===== src/rtl/mips_pkg.sv =====
// Shared MIPS definitions: opcodes, control FSM state codes, datapath mux
// encodings and the packed control word driven onto the datapath.
package mips_pkg;

  localparam logic [5:0] OP_RTYPE = 6'd0;
  localparam logic [5:0] OP_LW    = 6'd35;
  localparam logic [5:0] OP_SW    = 6'd43;
  localparam logic [5:0] OP_BEQ   = 6'd4;
  localparam logic [5:0] OP_ADDI  = 6'd8;
  localparam logic [5:0] OP_J     = 6'd2;

  localparam logic [3:0] S_FETCH     = 4'd0;
  localparam logic [3:0] S_DECODE    = 4'd1;
  localparam logic [3:0] S_MEM_ADDR  = 4'd2;
  localparam logic [3:0] S_MEM_READ  = 4'd3;
  localparam logic [3:0] S_MEM_WRITE = 4'd4;
  localparam logic [3:0] S_MEM_WB    = 4'd5;
  localparam logic [3:0] S_R_EXEC    = 4'd6;
  localparam logic [3:0] S_R_WB      = 4'd7;
  localparam logic [3:0] S_I_EXEC    = 4'd8;
  localparam logic [3:0] S_I_WB      = 4'd9;
  localparam logic [3:0] S_BRANCH    = 4'd10;
  localparam logic [3:0] S_JUMP      = 4'd11;
  localparam logic [3:0] S_TRAP      = 4'd12;

  localparam logic [1:0] ALU_ADD   = 2'b00;
  localparam logic [1:0] ALU_SUB   = 2'b01;
  localparam logic [1:0] ALU_FUNCT = 2'b10;

  localparam logic [1:0] PCS_ALU    = 2'b00;
  localparam logic [1:0] PCS_ALUOUT = 2'b01;
  localparam logic [1:0] PCS_JUMP   = 2'b10;

  localparam logic [1:0] SRCB_B    = 2'b00;
  localparam logic [1:0] SRCB_4    = 2'b01;
  localparam logic [1:0] SRCB_IMM  = 2'b10;
  localparam logic [1:0] SRCB_IMM2 = 2'b11;

  typedef struct packed {
    logic       mem_req;
    logic       mem_write;
    logic       i_or_d;
    logic       ir_write;
    logic       pc_write;
    logic       pc_write_cond;
    logic [1:0] pc_source;
    logic       alu_src_a;
    logic [1:0] alu_src_b;
    logic [1:0] alu_op;
    logic       reg_write;
    logic       reg_dst;
    logic       mem_to_reg;
    logic       instr_done;
  } ctrl_t;

  function automatic logic [3:0] dispatch(input logic [5:0] op);
    logic [3:0] s;
    s = S_TRAP;
    unique case (1'b1)
      (op == OP_LW),
      (op == OP_SW):    s = S_MEM_ADDR;
      (op == OP_RTYPE): s = S_R_EXEC;
      (op == OP_ADDI):  s = S_I_EXEC;
      (op == OP_BEQ):   s = S_BRANCH;
      (op == OP_J):     s = S_JUMP;
      default:          s = S_TRAP;
    endcase
    return s;
  endfunction

endpackage


===== src/rtl/mips_ctrl_outdec.sv =====
// State -> control word decode. Only FETCH and MEM_WRITE look at
// mem_ready, for the enables that fire on the acknowledge cycle.
module mips_ctrl_outdec
  import mips_pkg::*;
(
  input  logic [3:0] state_i,
  input  logic       mem_ready_i,
  output ctrl_t      ctrl_o
);

  always_comb begin
    ctrl_o = '0;
    unique case (1'b1)
      (state_i == S_FETCH): begin
        ctrl_o.mem_req   = 1'b1;
        ctrl_o.alu_src_b = SRCB_4;
        ctrl_o.ir_write  = mem_ready_i;
        ctrl_o.pc_write  = mem_ready_i;
      end
      (state_i == S_DECODE): begin
        ctrl_o.alu_src_b = SRCB_IMM2;
      end
      (state_i == S_MEM_ADDR): begin
        ctrl_o.alu_src_a = 1'b1;
        ctrl_o.alu_src_b = SRCB_IMM;
      end
      (state_i == S_MEM_READ): begin
        ctrl_o.mem_req = 1'b1;
        ctrl_o.i_or_d  = 1'b1;
      end
      (state_i == S_MEM_WRITE): begin
        ctrl_o.mem_req    = 1'b1;
        ctrl_o.mem_write  = 1'b1;
        ctrl_o.i_or_d     = 1'b1;
        ctrl_o.instr_done = mem_ready_i;
      end
      (state_i == S_MEM_WB): begin
        ctrl_o.reg_write  = 1'b1;
        ctrl_o.mem_to_reg = 1'b1;
        ctrl_o.instr_done = 1'b1;
      end
      (state_i == S_R_EXEC): begin
        ctrl_o.alu_src_a = 1'b1;
        ctrl_o.alu_src_b = SRCB_B;
        ctrl_o.alu_op    = ALU_FUNCT;
      end
      (state_i == S_R_WB): begin
        ctrl_o.reg_write  = 1'b1;
        ctrl_o.reg_dst    = 1'b1;
        ctrl_o.instr_done = 1'b1;
      end
      (state_i == S_I_EXEC): begin
        ctrl_o.alu_src_a = 1'b1;
        ctrl_o.alu_src_b = SRCB_IMM;
      end
      (state_i == S_I_WB): begin
        ctrl_o.reg_write  = 1'b1;
        ctrl_o.instr_done = 1'b1;
      end
      (state_i == S_BRANCH): begin
        ctrl_o.alu_src_a     = 1'b1;
        ctrl_o.alu_op        = ALU_SUB;
        ctrl_o.pc_write_cond = 1'b1;
        ctrl_o.pc_source     = PCS_ALUOUT;
        ctrl_o.instr_done    = 1'b1;
      end
      (state_i == S_JUMP): begin
        ctrl_o.pc_write   = 1'b1;
        ctrl_o.pc_source  = PCS_JUMP;
        ctrl_o.instr_done = 1'b1;
      end
      (state_i == S_TRAP): begin
        ctrl_o.instr_done = 1'b1;
      end
      default: ctrl_o = '0;
    endcase
  end

endmodule


===== src/rtl/mips_multicycle_ctrl.sv =====
// Multicycle MIPS control FSM: sequences fetch/decode/execute/mem/wb and
// owns the memory request handshake.
module mips_multicycle_ctrl
  import mips_pkg::*;
(
  input  logic       clk,
  input  logic       rst_n,
  input  logic [5:0] opcode,
  input  logic [5:0] funct,
  input  logic       zero,
  input  logic       mem_ready,
  output logic       mem_req,
  output logic       mem_write,
  output logic       i_or_d,
  output logic       ir_write,
  output logic       pc_write,
  output logic       pc_write_cond,
  output logic [1:0] pc_source,
  output logic       alu_src_a,
  output logic [1:0] alu_src_b,
  output logic [1:0] alu_op,
  output logic       reg_write,
  output logic       reg_dst,
  output logic       mem_to_reg,
  output logic       illegal,
  output logic       instr_done,
  output logic [3:0] state
);

  logic [3:0] state_q, state_d;
  logic       illegal_q, illegal_d;
  ctrl_t      ctrl_raw;
  ctrl_t      ctrl;

  // funct goes to ALU control and zero is gated in the datapath
  logic unused_in;
  assign unused_in = ^{funct, zero};

  always_comb begin
    state_d   = state_q;
    illegal_d = illegal_q;
    unique case (1'b1)
      (state_q == S_FETCH): begin
        if (mem_ready) state_d = S_DECODE;
      end
      (state_q == S_DECODE): begin
        state_d = dispatch(opcode);
        if (dispatch(opcode) == S_TRAP) illegal_d = 1'b1;
      end
      (state_q == S_MEM_ADDR): begin
        state_d = (opcode == OP_LW) ? S_MEM_READ : S_MEM_WRITE;
      end
      (state_q == S_MEM_READ): begin
        if (mem_ready) state_d = S_MEM_WB;
      end
      (state_q == S_MEM_WRITE): begin
        if (mem_ready) state_d = S_FETCH;
      end
      (state_q == S_R_EXEC): state_d = S_R_WB;
      (state_q == S_I_EXEC): state_d = S_I_WB;
      default: state_d = S_FETCH;
    endcase
  end

  always_ff @(posedge clk or negedge rst_n) begin
    if (!rst_n) begin
      state_q   <= S_FETCH;
      illegal_q <= 1'b0;
    end else begin
      state_q   <= state_d;
      illegal_q <= illegal_d;
    end
  end

  mips_ctrl_outdec u_outdec (
    .state_i     (state_q),
    .mem_ready_i (mem_ready),
    .ctrl_o      (ctrl_raw)
  );

  // Reset must silence the bus at once, even though FETCH requests memory
  assign ctrl = rst_n ? ctrl_raw : '0;

  assign mem_req       = ctrl.mem_req;
  assign mem_write     = ctrl.mem_write;
  assign i_or_d        = ctrl.i_or_d;
  assign ir_write      = ctrl.ir_write;
  assign pc_write      = ctrl.pc_write;
  assign pc_write_cond = ctrl.pc_write_cond;
  assign pc_source     = ctrl.pc_source;
  assign alu_src_a     = ctrl.alu_src_a;
  assign alu_src_b     = ctrl.alu_src_b;
  assign alu_op        = ctrl.alu_op;
  assign reg_write     = ctrl.reg_write;
  assign reg_dst       = ctrl.reg_dst;
  assign mem_to_reg    = ctrl.mem_to_reg;
  assign instr_done    = ctrl.instr_done;
  assign illegal       = illegal_q;
  assign state         = state_q;

endmodule


===== config.mk =====
export PLATFORM = sky130hd
export DESIGN_NAME = mips_multicycle_ctrl
export DESIGN_NICKNAME = d
export VERILOG_FILES = /design/src/rtl/mips_pkg.sv /design/src/rtl/mips_ctrl_outdec.sv /design/src/rtl/mips_multicycle_ctrl.sv
export SDC_FILE = /design/constraint.sdc
export NUM_CORES = 1
export LEC_CHECK = 0
export ABC_CLOCK_PERIOD_IN_PS = 3100
export BUFFER_PORTS_ARGS = -buffer_cell sky130_fd_sc_hd__buf_2
export CAP_MARGIN = 20
export CORE_MARGIN = 5
export CORE_UTILIZATION = 45
export CTS_CLUSTER_DIAMETER = 150
export DETAILED_ROUTE_END_ITERATION = 16
export GPL_TIMING_DRIVEN = 0
export PLACE_DENSITY = 0.87
export SKIP_LAST_GASP = 1
export SYNTH_ARGS = -nofsm -noshare
export SYNTH_HDL_FRONTEND = slang
export SYNTH_SLANG_ARGS = --single-unit

===== constraint.sdc =====
create_clock -name clk -period 3.1 [get_ports clk]
set_input_delay 0.62 -clock clk [delete_from_list [all_inputs] [get_ports clk]]
set_output_delay 0.62 -clock clk [all_outputs]
set_load 0.1 [all_outputs]

-- Word-level counts from Yosys, hierarchy flattened
Cells that the tools add are included.
- equality and inequality tests: 21
- reductions and logical operators: 11
- muxes and demuxes: 22
- operator list (operator ; number):
    case mux 4 bit (7 select lines) ; 1
    equality test 4 bit, second input constant ; 6
    case mux 4 bit (5 select lines) ; 1
    two-way mux 17 bit ; 1
    equality test 4 x 3 -> 1 bit, second input constant ; 4
    two-way mux 4 bit ; 4
    equality test 6 bit, second input constant ; 2
    two-way mux 1 bit ; 9
    equality test 4 x 2 -> 1 bit, second input constant ; 2
    case mux 2 bit (2 select lines) ; 2
    equality test 6 x 2 -> 1 bit, second input constant ; 1
    equality test 6 x 3 -> 1 bit, second input constant ; 1
    equality test 6 x 4 -> 1 bit, second input constant ; 1
    logical NOT 6 bit ; 1
    inequality test 2 bit, second input constant ; 3
    case mux 2 bit (3 select lines) ; 1
    OR reduction 2 bit ; 3
    OR reduction 3 bit ; 2
    OR reduction 6 bit ; 1
    equality test 4 x 1 -> 1 bit, second input constant ; 1
    logical NOT 4 bit ; 1
    case mux 1 bit (2 select lines) ; 2
    OR reduction 4 bit ; 1
    two-way mux 3 bit ; 1
    other kinds (2) ; 2
- bits of input ports: 16
- logic and storage cells: 56
- bits in registers: 5

-- Depth between registers and ports, before layout
Gate-level depths: netlist of the first run.
- depth after elaboration: 6
- depth in mapped cells: 5
- mapped depth without buffers: 4

-- By module
A second synthesis of the first run with hierarchy kept.
- cells, all modules: 99
- area, all modules: 709.4 um^2
- by module, submodules not included (module ; cells each ; sequential area each (um^2) ; times used ; area an instance (um^2)):
    mips_multicycle_ctrl ; 60 ; 125.1 ; 1 ; 488.0
    mips_ctrl_outdec ; 39 ; 0.0 ; 1 ; 221.5

-- Worst setup path after synthesis of the first run
No wires, ideal clock.
- path type: register -> output
- start: reg state_q[1], in the netlist state[1]
- end: out alu_src_b[0]
- data required time: 2480 ps
- setup slack: -1918 ps
- arrival: 4398 ps
- cell stages (with the launch flop): 4
- cell sequence: dfrtp_1 -> clkbuf_1 -> buf_2 -> nor4b_1
- word-level cells in the longest chain between the ends: 4
- elaborated cells between the ends (all ways): 7
- ends and longest elaborated chain (element ; line ; source):
    start, declared ; mips_multicycle_ctrl.sv:30 ; logic [3:0] state_q, state_d;
    start signal, assigned ; mips_multicycle_ctrl.sv:70 ; state_q <= state_d;
    equality test 4 x 2 -> 1 bit or equality test 4 bit (tied branches) ; mips_ctrl_outdec.sv:23, mips_ctrl_outdec.sv:52 ;
    OR reduction 2 bit (no line) ; -- ;
    case mux 2 bit (3 select lines) (*) ; mips_ctrl_outdec.sv:13 ; unique case (1'b1)
    two-way mux 17 bit (*) ; mips_multicycle_ctrl.sv:82 ; assign ctrl = rst_n ? ctrl_raw : '0;
    end, declared ; mips_multicycle_ctrl.sv:20 ; output logic [1:0] alu_src_b,
Mark *: on every way between the ends. The rest lies on a longest branch, timed or not.

-- Final worst setup path of the first run
- start: in rst_n
- end: out alu_op[0]
- word-level cells in the longest chain between the ends: 1
- ends and longest elaborated chain (element ; line ; source):
    start, declared ; mips_multicycle_ctrl.sv:7 ; input logic rst_n,
    two-way mux 17 bit ; mips_multicycle_ctrl.sv:82 ;
    end, declared ; mips_multicycle_ctrl.sv:21 ; output logic [1:0] alu_op,
No other way between the ends.

==> results of run 1 <==
-- critical path: cells and delay by family --
kind | cells | cell delay, ps
buffers and inverters | 4 | 1000
AND/OR/NAND/NOR | 2 | 450
-- kinds of logic (layout without fill, tap and decap cells) --
family | after synthesis | after routing
compound gates | 27 | 27
xor+xnor | 3 | 3
buf+inv | 11 | 45
flops | 5 | 5
simple gates | 47 | 47
-- power breakdown --
group          switching (W)  internal (W)
Sequential         0.0000136     0.0000835
Combinational       0.000590      0.000181
Clock              0.0000301     0.0000469
Total               0.000634      0.000312
-- stage by stage --
stage | total power, W | instances | hold slack [ps] | TNS (ps) | utilization
finish | 0.000946 | 142 | 184 | 0 | 0.681
global route | 0.00100 | 142 | 173 | 0 | 0.681
CTS | 0.000949 | 142 | 180 | 0 | 0.681
detailed placement | 0.000868 | 138 | 450 | 0 | 0.660
global placement | 0.000859 | 138 | 438 | 0 | 0.660
floorplan | 0.000759 | 93 | 324 | -356 | -
-- state kept, by name, summed over array words and instances (netlist names) --
| register | count |
|---|---|
| illegal | 1 |
| state | 4 |
-- worst min-delay path by stage --
stage / start / end / slack [ps] / depth (start not counted)
6_report: rst_n / state[2] / 180 / 1
5_1_grt: rst_n / illegal / 170 / 1
4_1_cts: rst_n / state[2] / 180 / 1
3_5_place_dp: rst_n / state[2] / 450 / 1
3_3_place_gp: rst_n / state[2] / 440 / 1
2_1_floorplan: rst_n / illegal / 320 / 0
-- cells in the final DEF, fill, tap and decap left out, types with 3 or more instances in the layout --
cell,synthesis,final
nand2b_1,3,3
nor2_1,18,9
clkbuf_1,3,3
nand3_1,5,5
a21oi_1,4,4
inv_1,3,3
nor2_4,0,4
o21ai_0,4,4
nand2_1,7,7
clkbuf_4,0,3
nor2_2,0,5
dfrtp_1,5,3
buf_2,3,33
-- layout make-up --
cell class	count	area [um^2]	area share
buffer	8	45.0	0.0502
clock buffer	3	22.5	0.0251
multi-input combinational	77	517	0.576
inverter	3	11.3	0.0126
timing repair buffer	30	150	0.167
clock inverter	1	5.00	0.00558
tap	15	18.8	0.0209
sequential	5	128	0.142
-- routing by layer --
metal | vias to the layer above | track usage | routed length (um)
li1 | 407 | - | -
met1 | 360 | 0.226 | 784
met2 | 25 | 0.313 | 908
met3 | 2 | 0.0115 | 132
met4 | 0 | 0.0663 | 19
met5 | - | 0 | 0
==> impl_metrics.tcl, run 1 <==
set metrics [dict create \
    async_flop_share 1.00 \
    viasPerCell 5.59 \
    power_density_nw_per_um2 1050 \
    post-place-ws_ps 391 \
    ys_warn_count 0 \
    synth_fa_ha_area_frac 0 \
    crit_slowest_cell "buf_2" \
    hold_path.class "input pin to asynchronous set/reset pin" \
    worstPathArrival_ps 2070 \
    slowest_delay_ps 410 \
    syn_area_um2 627 \
    synth_ff_type "dfrtp_1" \
    port_buffers 30 \
    grt_pass1_vias 678 \
    startpoint "rst_n" \
    status "completed" \
    rsz0062_at_grt "no" \
    relSlewSlack 0.675 \
    end_kind "primary output" \
    fin_ws_ps 410 \
    synthMuxAreaShare 0 \
    drt_iter0_markers 19 \
    ff2ff_path_depth 5 \
    synth_cell_types 39 \
    die_y_um 47.3 \
    antenna_cells 0 \
    placement_rows 13 \
    rrSetupSlack_ps 1570 \
    synth_top_family_by_area "simple AND/OR/NAND/NOR gates" \
    synthSimpleGateAreaFrac 0.365 \
    fill_cells 124 \
    crit_path_start_kind "input pin" \
    track_usage 0.179 \
    clock-sinks 5 \
    postPlaceCellArea_um2 870 \
    synth_enable_flop_cells 0 \
    fin_area_um2 897 \
    path_cells "buf_2, clkbuf_1, nand3_1, nor2_4, buf_4, buf_2" \
    final.period_utilization 0.868 \
    synth_most_common_cell "nor2_1" \
    cp_common_cell "buf_2" \
    worst_pin_slew_ps 490 \
    htreeDepth 1 \
    grt_max_degree 11 \
    drive_above_1_share 0.433 \
    layout.nets 144 \
    yosys-top-cells-count "18 x nor2_1, 7 x nand2_1, 5 x dfrtp_1, 5 x nand3_1" \
    period_needed_ps 2690 \
    fp.dieW_um 47.3 \
    peakVddDrop_uv 615 \
    synth_area_leaders "dfrtp_1 20%, nor2_1 11%, nand2_1 4.2%, nand3_1 4.0%, a21oi_1 3.2%" \
    crit_required_ps 2480 \
    start_util 0.476 \
    synth_compound_area_frac 0.303 \
    endpoint "alu_op[0]" \
    clock_latency_ps 250 \
    maxCapViolCount 0 \
    grt_first_pass_wirelength_um 2900 \
    syn_to_final_growth_pct 43.1 \
    synthCells 93 \
    reg2reg_to "state[2]" \
    routedWlPerCell_um 13.0 \
    core_um2 1320 \
    detail-route-antenna-nets 0 \
    critPathKind "input pin to primary output" \
    synth_top_cell_by_area "dfrtp_1" \
    wl_um 1840 \
    dp_hpwl_um 1510 \
    clockBufferDepth 2 \
    syn_avg_cell_area_um2 6.74 \
    maxSlewViolCount 0 \
    r2r_start "state[3]" \
    dr.pass1.iters 4 \
    synthesis.nets 109 \
    dr_total_vias 794 \
    yosys.area_share.xor_xnor 0.0419 \
    grt_antenna_before_repair 0 \
    postCtsSetupBuffers 0 \
    cts-root-buf "clkbuf_4" \
    ys_seq_area_frac 0.200 \
    ios 38 \
    overflow 0 \
    synth_top_area_share 0.200 \
    fmax_mhz 372 \
    critPathMaxFanout 9 \
    cts-resized-gates 0 \
    ys_seq_elements 5 \
    cts.clk_slew.worst_paths_ps 50 \
    drc 0 \
    tritoncts "built" \
    finalClockSkew_ps 5.17 \
    globalplace.congestion 0.931 \
    p_leak_nw 0.411 \
    die_area_um2 2240 \
    cts-buffers-inserted 3 \
    finalHoldViolCount 0 \
    setup_viol 0 \
    cts_hold_buffers 0 \
]
Note: power is estimated with default switching activity, not from simulation.
==> run 2, diff against run 1 <==
- CORE_ASPECT_RATIO: not set -> 0.5
- CORE_UTILIZATION: 45 -> 24
- PLACE_DENSITY: 0.87 -> 0.54
==> impl_metrics.tcl, run 2 (synthesis gave the netlist of run 1 again) <==
set metrics [dict create \
    fin_ws_ps 408 \
    dp_hpwl_um 1680 \
    cts-root-buf "clkbuf_8" \
    setup_viol 0 \
    globalplace.congestion 0.810 \
    grt_pass1_vias 688 \
    cts.clk_slew.worst_paths_ps 40 \
    tritoncts "built" \
    status "completed" \
    cts-buffers-inserted 3 \
    critPathKind "input pin to primary output" \
    crit_buf_inv 4 \
    final.period_utilization 0.868 \
    end_kind "primary output" \
    wl_um 2100 \
    largest_reg_flops 4 \
    cp_top_family "buffers and inverters" \
    cts-resized-gates 0 \
    layout.nets 144 \
    placement_rows 13 \
    peakVddDrop_uv 297 \
    power_density_nw_per_um2 1060 \
    htreeDepth 1 \
    path_cells "buf_2, clkbuf_1, nand3_1, nor2_4, buf_4, buf_2" \
    track_usage 0.118 \
    relSlewSlack 0.675 \
    period_needed_ps 2690 \
    fill_cells 276 \
    routed.top_layer "met3" \
    whs_ps 212 \
    syn_to_final_growth_pct 50.3 \
    grt_max_degree 11 \
    crit_slowest_cell "buf_2" \
    fp.dieW_um 82.3 \
    grt_antenna_before_repair 0 \
    finalClockSkew_ps 3.47 \
    mostFrequentLayoutCells "33 x buf_2, 9 x nor2_1, 7 x nand2_1" \
    overflow 0 \
    rsz0062_at_grt "no" \
    slowest_delay_ps 410 \
    core_um2 2540 \
    clock-sinks 5 \
    viasPerCell 4.88 \
    worstPathArrival_ps 2070 \
    met2WireLength_um 920 \
    detail-route-antenna-nets 0 \
    crit_required_ps 2480 \
    regArea_um2 128 \
    met1_length_um 1040 \
    finalHoldViolCount 0 \
    post-place-ws_ps 375 \
    antenna_cells 0 \
    p_leak_nw 0.416 \
    cp_common_cell "buf_2" \
    cts_hold_buffers 0 \
    dr_wl_met3_um 138 \
    clock_latency_ps 220 \
    fmax_mhz 371 \
    die_area_um2 3800 \
    fin_tns_setup_ps 0 \
    dr.pass1.iters 5 \
    ios 38 \
    maxSlewViolCount 0 \
    routedWlPerCell_um 12.8 \
    grt_first_pass_wirelength_um 3450 \
    critPathMaxFanout 9 \
    maxCapViolCount 0 \
    postCtsSetupBuffers 0 \
    clockBufferDepth 2 \
    crit_path_start_kind "input pin" \
    drt_iter0_markers 50 \
    worst_pin_slew_ps 491 \
    dr_total_vias 800 \
    die_y_um 46.1 \
    drc 0 \
    drive_above_1_share 0.425 \
    hold_path.class "input pin to asynchronous set/reset pin" \
    final_common_cell "buf_2" \
    start_util 0.247 \
    multiInputGateArea_um2 517 \
    port_buffers 30 \
]
-- run 2: cell types whose count changed in the layout (fill, tap and decap cells not counted), sizes merged --
| cell | previous run | this run |
|---|---|---|
| clkinv | 1 | 0 |
| clkbuf | 6 | 7 |
-- run 2: where the power goes --
group          internal (W)  switching [W]
combinational      0.000181       0.000597
sequential        0.0000837      0.0000146
clock             0.0000884      0.0000329
-- run 2: layout make-up --
type / count / share of cell area
multi-input combinational: 77 / 0.548
timing repair buffer: 30 / 0.159
sequential: 5 / 0.135
tap: 37 / 0.0491
clock buffer: 4 / 0.0478
buffer: 8 / 0.0478
inverter: 3 / 0.0120
-- run 2: path summary, 6_finish.rpt --
| check | from | endpoint | depth (start not counted) | slack [ps] |
|---|---|---|---|---|
| max | rst_n | alu_op[0] | 6 | 410 |
| min | rst_n | illegal | 1 | 210 |
| max reg2reg | state[1] | state[0] | 5 | 1560 |
| min reg2reg | illegal | illegal | 1 | 470 |
| max in group asynchronous | rst_n | state[3] | 1 | 2730 |
| min in group clk | illegal | illegal | 1 | 470 |
-- run 2: routing by layer --
metal,vias to the layer above,track usage
met2,22,0.169
met3,0,0.0293
met4,0,0.0199
met5,-,0
li1,411,-
met1,367,0.179
-- run 2: through the flow --
stage | cell area (um^2) | util | cells | total power (W)
2_1_floorplan | 701 | - | 93 | 0.000759
5_1_grt | 942 | 0.371 | 164 | 0.00105
4_1_cts | 942 | 0.371 | 164 | 0.00100
6_report | 942 | 0.371 | 164 | 0.000998
3_3_place_gp | 897 | 0.354 | 160 | 0.000876
3_5_place_dp | 897 | 0.354 | 160 | 0.000879
-- run 2: worst reg2reg max path, delay by kind of cell (launching register included) --
kind / cells / cell delay, ps
buf+inv: 2 / 670
compound gates: 3 / 380
flops: 1 / 350
==> run 3, diff against run 2 <==
- CORE_ASPECT_RATIO: 0.5 -> not set
- CORE_UTILIZATION: 24 -> 31
- PLACE_DENSITY: 0.54 -> 0.65
==> impl_metrics.tcl, run 3 (synthesis gave the netlist of run 1 again) <==
set metrics [dict create \
    ios 38 \
    seq_power_share 0.103 \
    power_density_nw_per_um2 1040 \
    fin_tns_setup_ps 0 \
    track_usage 0.143 \
    antenna_cells 0 \
    maxSlewViolCount 0 \
    dr_total_vias 804 \
    clockBufferDepth 2 \
    post-place-ws_ps 354 \
    detail-route-antenna-nets 0 \
    whs_ps 189 \
    htreeDepth 1 \
    rrSetupSlack_ps 1560 \
    clock_latency_ps 240 \
    routedWlPerCell_um 12.0 \
    globalplace.congestion 0.800 \
    cts_hold_buffers 0 \
    crit_path_start_kind "input pin" \
    relSlewSlack 0.670 \
    drive_above_1_share 0.425 \
    swShare 0.668 \
    finalHoldViolCount 0 \
    dp_hpwl_um 1500 \
    final_common_cell "buf_2" \
    cts-resized-gates 0 \
    worst_pin_slew_ps 498 \
    worstPathArrival_ps 2090 \
    tritoncts "built" \
    grt_antenna_before_repair 0 \
    cts-root-buf "clkbuf_4" \
    fp.dieW_um 55.0 \
    fin_ws_ps 392 \
    cp_common_cell "buf_2" \
    grt_pass1_vias 785 \
    rsz0062_at_grt "no" \
    slowest_delay_ps 410 \
    largest_reg_flops 4 \
    status "completed" \
    die_y_um 55.0 \
    critPathKind "input pin to primary output" \
    grt_first_pass_wirelength_um 3260 \
    cts.clk_slew.worst_paths_ps 40 \
    clock-sinks 5 \
    power_frac_comb 0.819 \
    post-route-util 0.469 \
    crit_slowest_cell "buf_2" \
    fill_cells 216 \
    layout.nets 144 \
    finalClockSkew_ps 5.04 \
    mostFrequentLayoutCells "33 x buf_2, 9 x nor2_1, 7 x nand2_1" \
    end_kind "primary output" \
    placement_rows 16 \
    viasPerCell 5.22 \
    overflow 0 \
    port_buffers 30 \
    period_needed_ps 2710 \
    drc 0 \
    maxCapViolCount 0 \
    clkPwrFrac 0.078 \
    intPower_w 0.000314 \
    crit_required_ps 2480 \
    final.period_utilization 0.874 \
    path_cells "buf_2, clkbuf_1, nand3_1, nor2_4, buf_4, buf_2" \
    start_util 0.323 \
    die_area_um2 3020 \
    peakVddDrop_uv 508 \
    setup_viol 0 \
    cts-buffers-inserted 3 \
    syn_to_final_growth_pct 45.3 \
    grt_max_degree 11 \
    drt_iter0_markers 20 \
    postCtsSetupBuffers 0 \
    p_sw_w 0.000631 \
    ff2ff_path_depth 5 \
    hold_path.class "input pin to asynchronous set/reset pin" \
    wl_um 1840 \
    core_um2 1940 \
    dr.pass1.iters 4 \
    p_leak_nw 0.409 \
    critPathMaxFanout 9 \
    fmax_mhz 369 \
]
## run 3: path summary, 6_finish.rpt
path / start / end
hold / removal: rst_n / state[0]
setup reg to reg: state[3] / state[2]
setup / recovery: rst_n / alu_op[0]
min in group clk: illegal / illegal
max in group asynchronous: rst_n / state[1]
hold reg to reg: illegal / illegal
## run 3: layout make-up
class,instances,area [um^2],share of cell area
multi-input cells,77,517,0.567
repair buffers,30,150,0.165
flip-flops and latches,5,128,0.140
plain buffers,8,45.0,0.0495
well taps,27,33.8,0.0371
clock buffers,4,26.3,0.0288
inverters,3,11.3,0.0124
## run 3: critical path, delay by kind of cell
| kind | cells | cell delay, ps |
|---|---|---|
| and+or+nand+nor | 2 | 460 |
| buffers and inverters | 4 | 1010 |
## run 3: power by group through the flow
stage                     Combinational [W]   Clock, W  Sequential, W
final                              0.000774  0.0000734      0.0000975
after global placement             0.000767          0      0.0000989
after CTS                          0.000775  0.0000773      0.0000975
after floorplan                    0.000548          0       0.000211
after global routing               0.000819  0.0000887       0.000101
after detailed placement           0.000774          0      0.0000985
## run 3: per-layer routing
| layer | vias up | GRT usage | share of wire |
|---|---|---|---|
| met3 | 2 | 0.0349 | 0.087 |
| met2 | 33 | 0.250 | 0.47 |
| li1 | 409 | - | - |
| met1 | 360 | 0.176 | 0.43 |
| met5 | - | 0 | 0 |
| met4 | 0 | 0.0364 | 0.012 |
## run 3: through the flow
step	power [W]	area [um^2]	std cells
5_1_grt	0.00101	911	154
3_3_place_gp	0.000866	885	150
6_report	0.000945	911	154
2_1_floorplan	0.000759	701	93
4_1_cts	0.000950	911	154
3_5_place_dp	0.000872	885	150
